==> config.mk <==
export PLATFORM = sky130hd
export DESIGN_NAME = paddle_ctrl
export DESIGN_NICKNAME = d
export VERILOG_FILES = /design/src/rtl/pong_pkg.sv /design/src/rtl/tick_gen.sv /design/src/rtl/paddle_ctrl.sv
export SDC_FILE = /design/constraint.sdc
export NUM_CORES = 1
export LEC_CHECK = 0
export BUFFER_PORTS_ARGS = -buffer_cell sky130_fd_sc_hd__buf_4
export CORE_MARGIN = 5
export CORE_UTILIZATION = 40
export DETAILED_ROUTE_END_ITERATION = 12
export PLACE_DENSITY = 0.58
export RECOVER_POWER = 50
export SYNTH_ARGS = -nofsm -noshare
export SYNTH_HDL_FRONTEND = slang
export SYNTH_SLANG_ARGS = --single-unit
==> constraint.sdc <==
create_clock -name clk -period 6.5 [get_ports clk]
set_input_delay 0.325 -clock clk [delete_from_list [all_inputs] [get_ports clk]]
set_output_delay 0.325 -clock clk [all_outputs]
set_load 0.03 [all_outputs]
==> src/rtl/pong_pkg.sv <==
// Shared Pong definitions: paddle direction encoding and screen geometry defaults
// used by the paddle controller, renderer and collision logic.
package pong_pkg;

  typedef enum logic [1:0] {
    DIR_NONE = 2'd0,
    DIR_UP   = 2'd1,
    DIR_DOWN = 2'd2
  } dir_t;

  localparam int POS_MIN  = 10;
  localparam int POS_MAX  = 370;
  localparam int PADDLE_H = 80;

endpackage

==> src/rtl/tick_gen.sv <==
// Free-running divider: one-cycle tick every 2^DIV_W clocks, first tick
// 2^DIV_W cycles after reset release. Also used by the ball mover.
module tick_gen #(
  parameter int DIV_W = 17
) (
  input  logic clk,
  input  logic rst,
  output logic tick
);

  logic [DIV_W-1:0] cnt;

  always_ff @(posedge clk or posedge rst) begin
    if (rst) cnt <= '0;
    else     cnt <= cnt + 1'b1;
  end

  assign tick = &cnt;

endmodule

==> src/rtl/paddle_ctrl.sv <==
// Vertical paddle controller: buttons or ball tracking drive a saturating
// paddle Y, updated on each divider tick with hold-to-accelerate ramping.
//   last_dir | meaning
//   NONE     | idle, auto mode, or both buttons held
//   UP/DOWN  | direction moved on the previous tick (ramp continues)
module paddle_ctrl #(
  parameter int POS_W       = 10,
  parameter int POS_MIN     = pong_pkg::POS_MIN,
  parameter int POS_MAX     = pong_pkg::POS_MAX,
  parameter int POS_INIT    = 220,
  parameter int TICK_DIV_W  = 17,
  parameter int SPEED_MAX   = 4,
  parameter int ACCEL_TICKS = 16,
  parameter int PADDLE_H    = pong_pkg::PADDLE_H
) (
  input  logic             clk,
  input  logic             rst,
  input  logic             btn_up_n,
  input  logic             btn_dn_n,
  input  logic             auto_en,
  input  logic [POS_W-1:0] ball_y,
  output logic [POS_W-1:0] pos_y,
  output logic [2:0]       speed,
  output logic             tick
);
  import pong_pkg::*;

  localparam int SW     = POS_W + 1;
  localparam int HOLD_W = $clog2(ACCEL_TICKS + 1);

  localparam logic signed [SW-1:0] MIN_S  = SW'(POS_MIN);
  localparam logic signed [SW-1:0] MAX_S  = SW'(POS_MAX);
  localparam logic signed [SW-1:0] HALF_H = SW'(PADDLE_H / 2);
  localparam logic signed [SW-1:0] SMAX_S = SW'(SPEED_MAX);
  localparam logic [2:0]           SPD_MAX  = 3'(SPEED_MAX);
  localparam logic [HOLD_W-1:0]    ACCEL_M1 = HOLD_W'(ACCEL_TICKS - 1);
  localparam logic [POS_W-1:0]     INIT_V   = POS_W'(POS_INIT);

  logic up_s1, up_s2, dn_s1, dn_s2;

  always_ff @(posedge clk or posedge rst) begin
    if (rst) begin
      up_s1 <= 1'b1;
      up_s2 <= 1'b1;
      dn_s1 <= 1'b1;
      dn_s2 <= 1'b1;
    end else begin
      up_s1 <= btn_up_n;
      up_s2 <= up_s1;
      dn_s1 <= btn_dn_n;
      dn_s2 <= dn_s1;
    end
  end

  tick_gen #(.DIV_W(TICK_DIV_W)) u_tick_gen (
    .clk  (clk),
    .rst  (rst),
    .tick (tick)
  );

  dir_t                 last_dir, last_dir_nxt, dir_btn, mv_dir;
  logic [HOLD_W-1:0]    hold_cnt, hold_nxt;
  logic [2:0]           speed_nxt;
  logic signed [SW-1:0] pos_s, target, diff, adiff, step_s, cand;

  always_comb begin
    dir_btn = DIR_NONE;
    if (!up_s2 && dn_s2)      dir_btn = DIR_UP;
    else if (up_s2 && !dn_s2) dir_btn = DIR_DOWN;
  end

  always_comb begin
    pos_s  = signed'({1'b0, pos_y});
    target = signed'({1'b0, ball_y}) - HALF_H;
    if (target < MIN_S)      target = MIN_S;
    else if (target > MAX_S) target = MAX_S;
    diff  = target - pos_s;
    adiff = diff[SW-1] ? -diff : diff;

    mv_dir       = DIR_NONE;
    speed_nxt    = 3'd0;
    hold_nxt     = '0;
    last_dir_nxt = DIR_NONE;

    if (auto_en) begin
      if (diff != '0) begin
        mv_dir    = diff[SW-1] ? DIR_UP : DIR_DOWN;
        speed_nxt = (adiff > SMAX_S) ? SPD_MAX : adiff[2:0];
      end
    end else if (dir_btn != DIR_NONE) begin
      mv_dir       = dir_btn;
      last_dir_nxt = dir_btn;
      if (dir_btn != last_dir) begin
        speed_nxt = 3'd1;
      end else if (hold_cnt == ACCEL_M1) begin
        speed_nxt = (speed < SPD_MAX) ? speed + 3'd1 : SPD_MAX;
      end else begin
        hold_nxt  = hold_cnt + 1'b1;
        speed_nxt = speed;
      end
    end

    // Step applied in signed width so the limit compare cannot wrap.
    step_s = signed'({{(SW-3){1'b0}}, speed_nxt});
    cand   = pos_s;
    if (mv_dir == DIR_UP) begin
      cand = pos_s - step_s;
      if (cand < MIN_S) cand = MIN_S;
    end else if (mv_dir == DIR_DOWN) begin
      cand = pos_s + step_s;
      if (cand > MAX_S) cand = MAX_S;
    end
  end

  always_ff @(posedge clk or posedge rst) begin
    if (rst) begin
      pos_y    <= INIT_V;
      speed    <= 3'd0;
      hold_cnt <= '0;
      last_dir <= DIR_NONE;
    end else if (tick) begin
      pos_y    <= cand[POS_W-1:0];
      speed    <= speed_nxt;
      hold_cnt <= hold_nxt;
      last_dir <= last_dir_nxt;
    end
  end

endmodule

==> results.sh <==
export IMPL_rr_startpoint="pos_y[7]"
export IMPL_switching_power_mw=0.296
export IMPL_worstPathMaxFanout=7
export IMPL_power_per_cell_area_mw_per_mm2=150
export IMPL_drt_iter0_markers=198
export IMPL_min_to="dn_s1"
export IMPL_syn_cell_area_sq_mm=0.00390
export IMPL_yosys_area_share_simple_pct=22.4
export IMPL_antenna_found_initial=0
export IMPL_ant_nets=0
export IMPL_cpPeakStageDelay_ps=370
export IMPL_drc_errors=0
export IMPL_violations="max-capacitance violations, max-slew violations"
export IMPL_fin_nets=644
export IMPL_yosys_register_bits=41
export IMPL_synth_area_top_cells="dfrtp_1 21%, ha_1 9.9%, dfstp_2 6.1%"
export IMPL_synth_edf_count=0
export IMPL_layout_common_cells="129 x buf_4, 35 x nor2_1, 32 x dfrtp_1, 28 x inv_1, 26 x nand2_1"
export IMPL_cpMaxStageDelayCell="fa_2"
export IMPL_max_freq_mhz=157
export IMPL_cts_buffers_inserted=5
export IMPL_relSlewSlack_pct=-52.5
export IMPL_fin_crit_sh_pct=98.0
export IMPL_synth_compound_area_share_pct=25.0
export IMPL_grt_ovfl_total=0
export IMPL_min_delay_path_class="in -> reg"
export IMPL_n_fill_cell=828
export IMPL_syn_area_per_cell_sq_um=8.47
export IMPL_holdPathStages=1
export IMPL_cts_buffer_depth=2
export IMPL_p_comb_share_pct=46.0
export IMPL_swShare_pct=33.9
export IMPL_ys_warnings_count=0
export IMPL_clock_latency_ps=300
export IMPL_die_area_sq_mm=0.0118
export IMPL_leakage_nw=2.61
export IMPL_io_pins=29
export IMPL_grt_use_total_pct=18.9
export IMPL_peakVddDrop_mv=0.120
export IMPL_start_util_pct=40.5
export IMPL_vias_per_cell=5.50
export IMPL_whs_ps=137
export IMPL_path_clk_slew_ps=90
export IMPL_grt_pass1_vias=3959
export IMPL_rsz0062_at_grt="yes"
export IMPL_hold_viol_final=0
export IMPL_cts_tree="done"
export IMPL_fp_dieH_microns=109
export IMPL_routed_via_count=4007
export IMPL_rrSetupSlack_ps=810
export IMPL_arrival_ps=6560
export IMPL_internal_power_mw=0.576
export IMPL_coreArea_sq_mm=0.00964
export IMPL_placed_cell_area_sq_mm=0.00492
export IMPL_reg2regPathDepth=25
export IMPL_drt_wl_total_mm=11.5
export IMPL_cts_htree_levels=2
export IMPL_portBuffers=28
export IMPL_diodes=0
export IMPL_yosysTopAreaCellShare_pct=20.5
export IMPL_seq_power_share_pct=29.7
export IMPL_timing_rr_end="pos_y[8]"
export IMPL_start_kind="input pin"
export IMPL_status="complete, but fails checks"
export IMPL_dr_pass1_iters=4
export IMPL_grt_pass1_wl_mm=18.3
export IMPL_power_frac_clock_pct=24.3
export IMPL_cpMostUsedCell="buf_4"
export IMPL_synth_top_family_by_area="compound AO/OA/AOI/OAI gates"
export IMPL_synth_adder_area_share_pct=11.5
export IMPL_place_congestion=0.892
export IMPL_post_route_util_pct=60.5
export IMPL_grt_max_degree=42
export IMPL_async_flop_share_pct=100
export IMPL_clock_sinks=41
export IMPL_die_w_microns=109
export IMPL_post_route_min_period_ps=6370
export IMPL_synth_xor_area_share_pct=7.15
export IMPL_syn_nets=510
export IMPL_dp_hpwl_mm=8.32
export IMPL_drive_above_1_share_pct=44.1
export IMPL_synth_seq_area_share_pct=26.6
export IMPL_post_synth_num_cell_types=80
export IMPL_drv_slew=42
export IMPL_final_setup_viol_count=0
export IMPL_dpl_worst_slack_ps=-635
export IMPL_critPathCaptureType="register"
export IMPL_synthMuxAreaShare_pct=2.18
export IMPL_synth_ff_type="dfrtp_1"
export IMPL_syn_to_final_growth_pct=49.5
export IMPL_final_common_cell="buf_4"
export IMPL_min_delay_start="btn_dn_n"
export IMPL_rows=36
export IMPL_finalClockSkew_ps=11.2
export IMPL_crit_type="in -> reg"
export IMPL_final_area_sq_mm=0.00583
export IMPL_synth_area_leader_cell="dfrtp_1"
export IMPL_fin_ws_ps=132
export IMPL_routedWlPerCell_microns=15.7
export IMPL_cts_root_buf="clkbuf_8"
export IMPL_worstPathRequired_ps=6690
export IMPL_drv_cap=1
export IMPL_worstMarginPinSlew_ps=2290
export IMPL_synth_cells=461
-- power by group through the flow --
stage	clock (mW)	combinational (mW)	sequential, mW
after floorplan	0	0.177	0.264
after global placement	0	0.288	0.264
after detailed placement	0	0.292	0.264
after CTS	0.219	0.317	0.259
after global routing	0.229	0.434	0.260
final	0.212	0.401	0.260
-- registers in the layout, indices dropped and copies added (netlist names) --
signal and flops:
dn_s1 1, dn_s2 1, hold_cnt 5, last_dir 2, pos_y 10, speed 3, u_tick_gen.cnt 17, up_s1 1
up_s2 1
-- critical path: cells and delay by family --
kind | cells | cell delay, ps
simple gates | 10 | 1460
compound gates | 16 | 3020
buf+inv | 8 | 970
fa+ha+maj | 3 | 760
-- per-stage QoR --
stage          cells  TNS [ps]  power, mW
2_1_floorplan    461         0      0.441
3_3_place_gp     701     -4290      0.552
3_5_place_dp     701     -4830      0.556
4_1_cts          716     -11.0      0.795
5_1_grt          729      -784      0.923
6_report         729         0      0.873
-- timing repair --
| item | CTS | global route |
|---|---|---|
| resized for setup | 27 | 112 |
| setup buffers | 7 | 14 |
| hold buffers | 0 | 0 |
| pin swaps | 17 | 56 |
| endpoints found under the setup margin | 9 | 10 |
-- routing by layer --
metal	vias to the layer above	wire length [microns]	GRT usage [%]	share of wire [%]
li1	1960	-	-	-
met1	1968	4960	24.0	43
met2	63	5980	34.1	52
met3	16	357	2.01	3.1
met4	0	175	4.78	1.5
met5	-	0	0	0
-- final cells by class --
type	instances	area [sq um]	share of cell area (%)
timing repair buffer	143	1110	19.1
tap	133	166	2.85
sequential	41	1040	17.8
clock buffer	5	68.8	1.18
clock inverter	3	43.8	0.751
inverter	33	131	2.25
multi-input combinational	371	3270	56.1
-- cell usage after synthesis, types with 3 or more instances --
cell type	count
and3_1	10
dfstp_2	9
o21a_1	4
xnor2_1	21
nor2_1	37
o21ai_1	3
nand2_1	30
o211ai_1	5
nor4_1	4
mux2_2	3
o22ai_1	3
a21boi_0	4
xor2_1	9
clkbuf_1	11
nand3_1	21
nor2b_1	10
inv_1	33
a22oi_1	3
ha_1	31
or3_1	5
fa_1	3
dfrtp_1	32
and4_1	4
nor3_1	12
nor3b_1	3
o21ai_0	26
mux2i_1	4
a21oi_1	26
and2_1	7
a21o_1	5
a31oi_1	10
buf_2	3
nand2b_1	5
nand4_1	6
-- cells by family after synthesis --
logic type / after synthesis
DFF: 41
AOI/OAI and AO/OA: 132
other: 1
and+or+nand+nor: 165
adders and majority gates: 34
muxes: 8
xor gates and xnor gates: 31
buffers and inverters: 49
-- worst max path at each step --
stage / from / to / slack, ps / depth (start not counted)
2_1_floorplan: ball_y[3] / pos_y[1] / 70 / 33
3_3_place_gp: ball_y[4] / pos_y[8] / -570 / 35
3_5_place_dp: ball_y[3] / pos_y[8] / -630 / 34
4_1_cts: ball_y[3] / pos_y[8] / -10 / 36
5_1_grt: ball_y[4] / pos_y[8] / -190 / 38
6_report: ball_y[4] / pos_y[8] / 130 / 37
(Power assumes the default switching activity.)
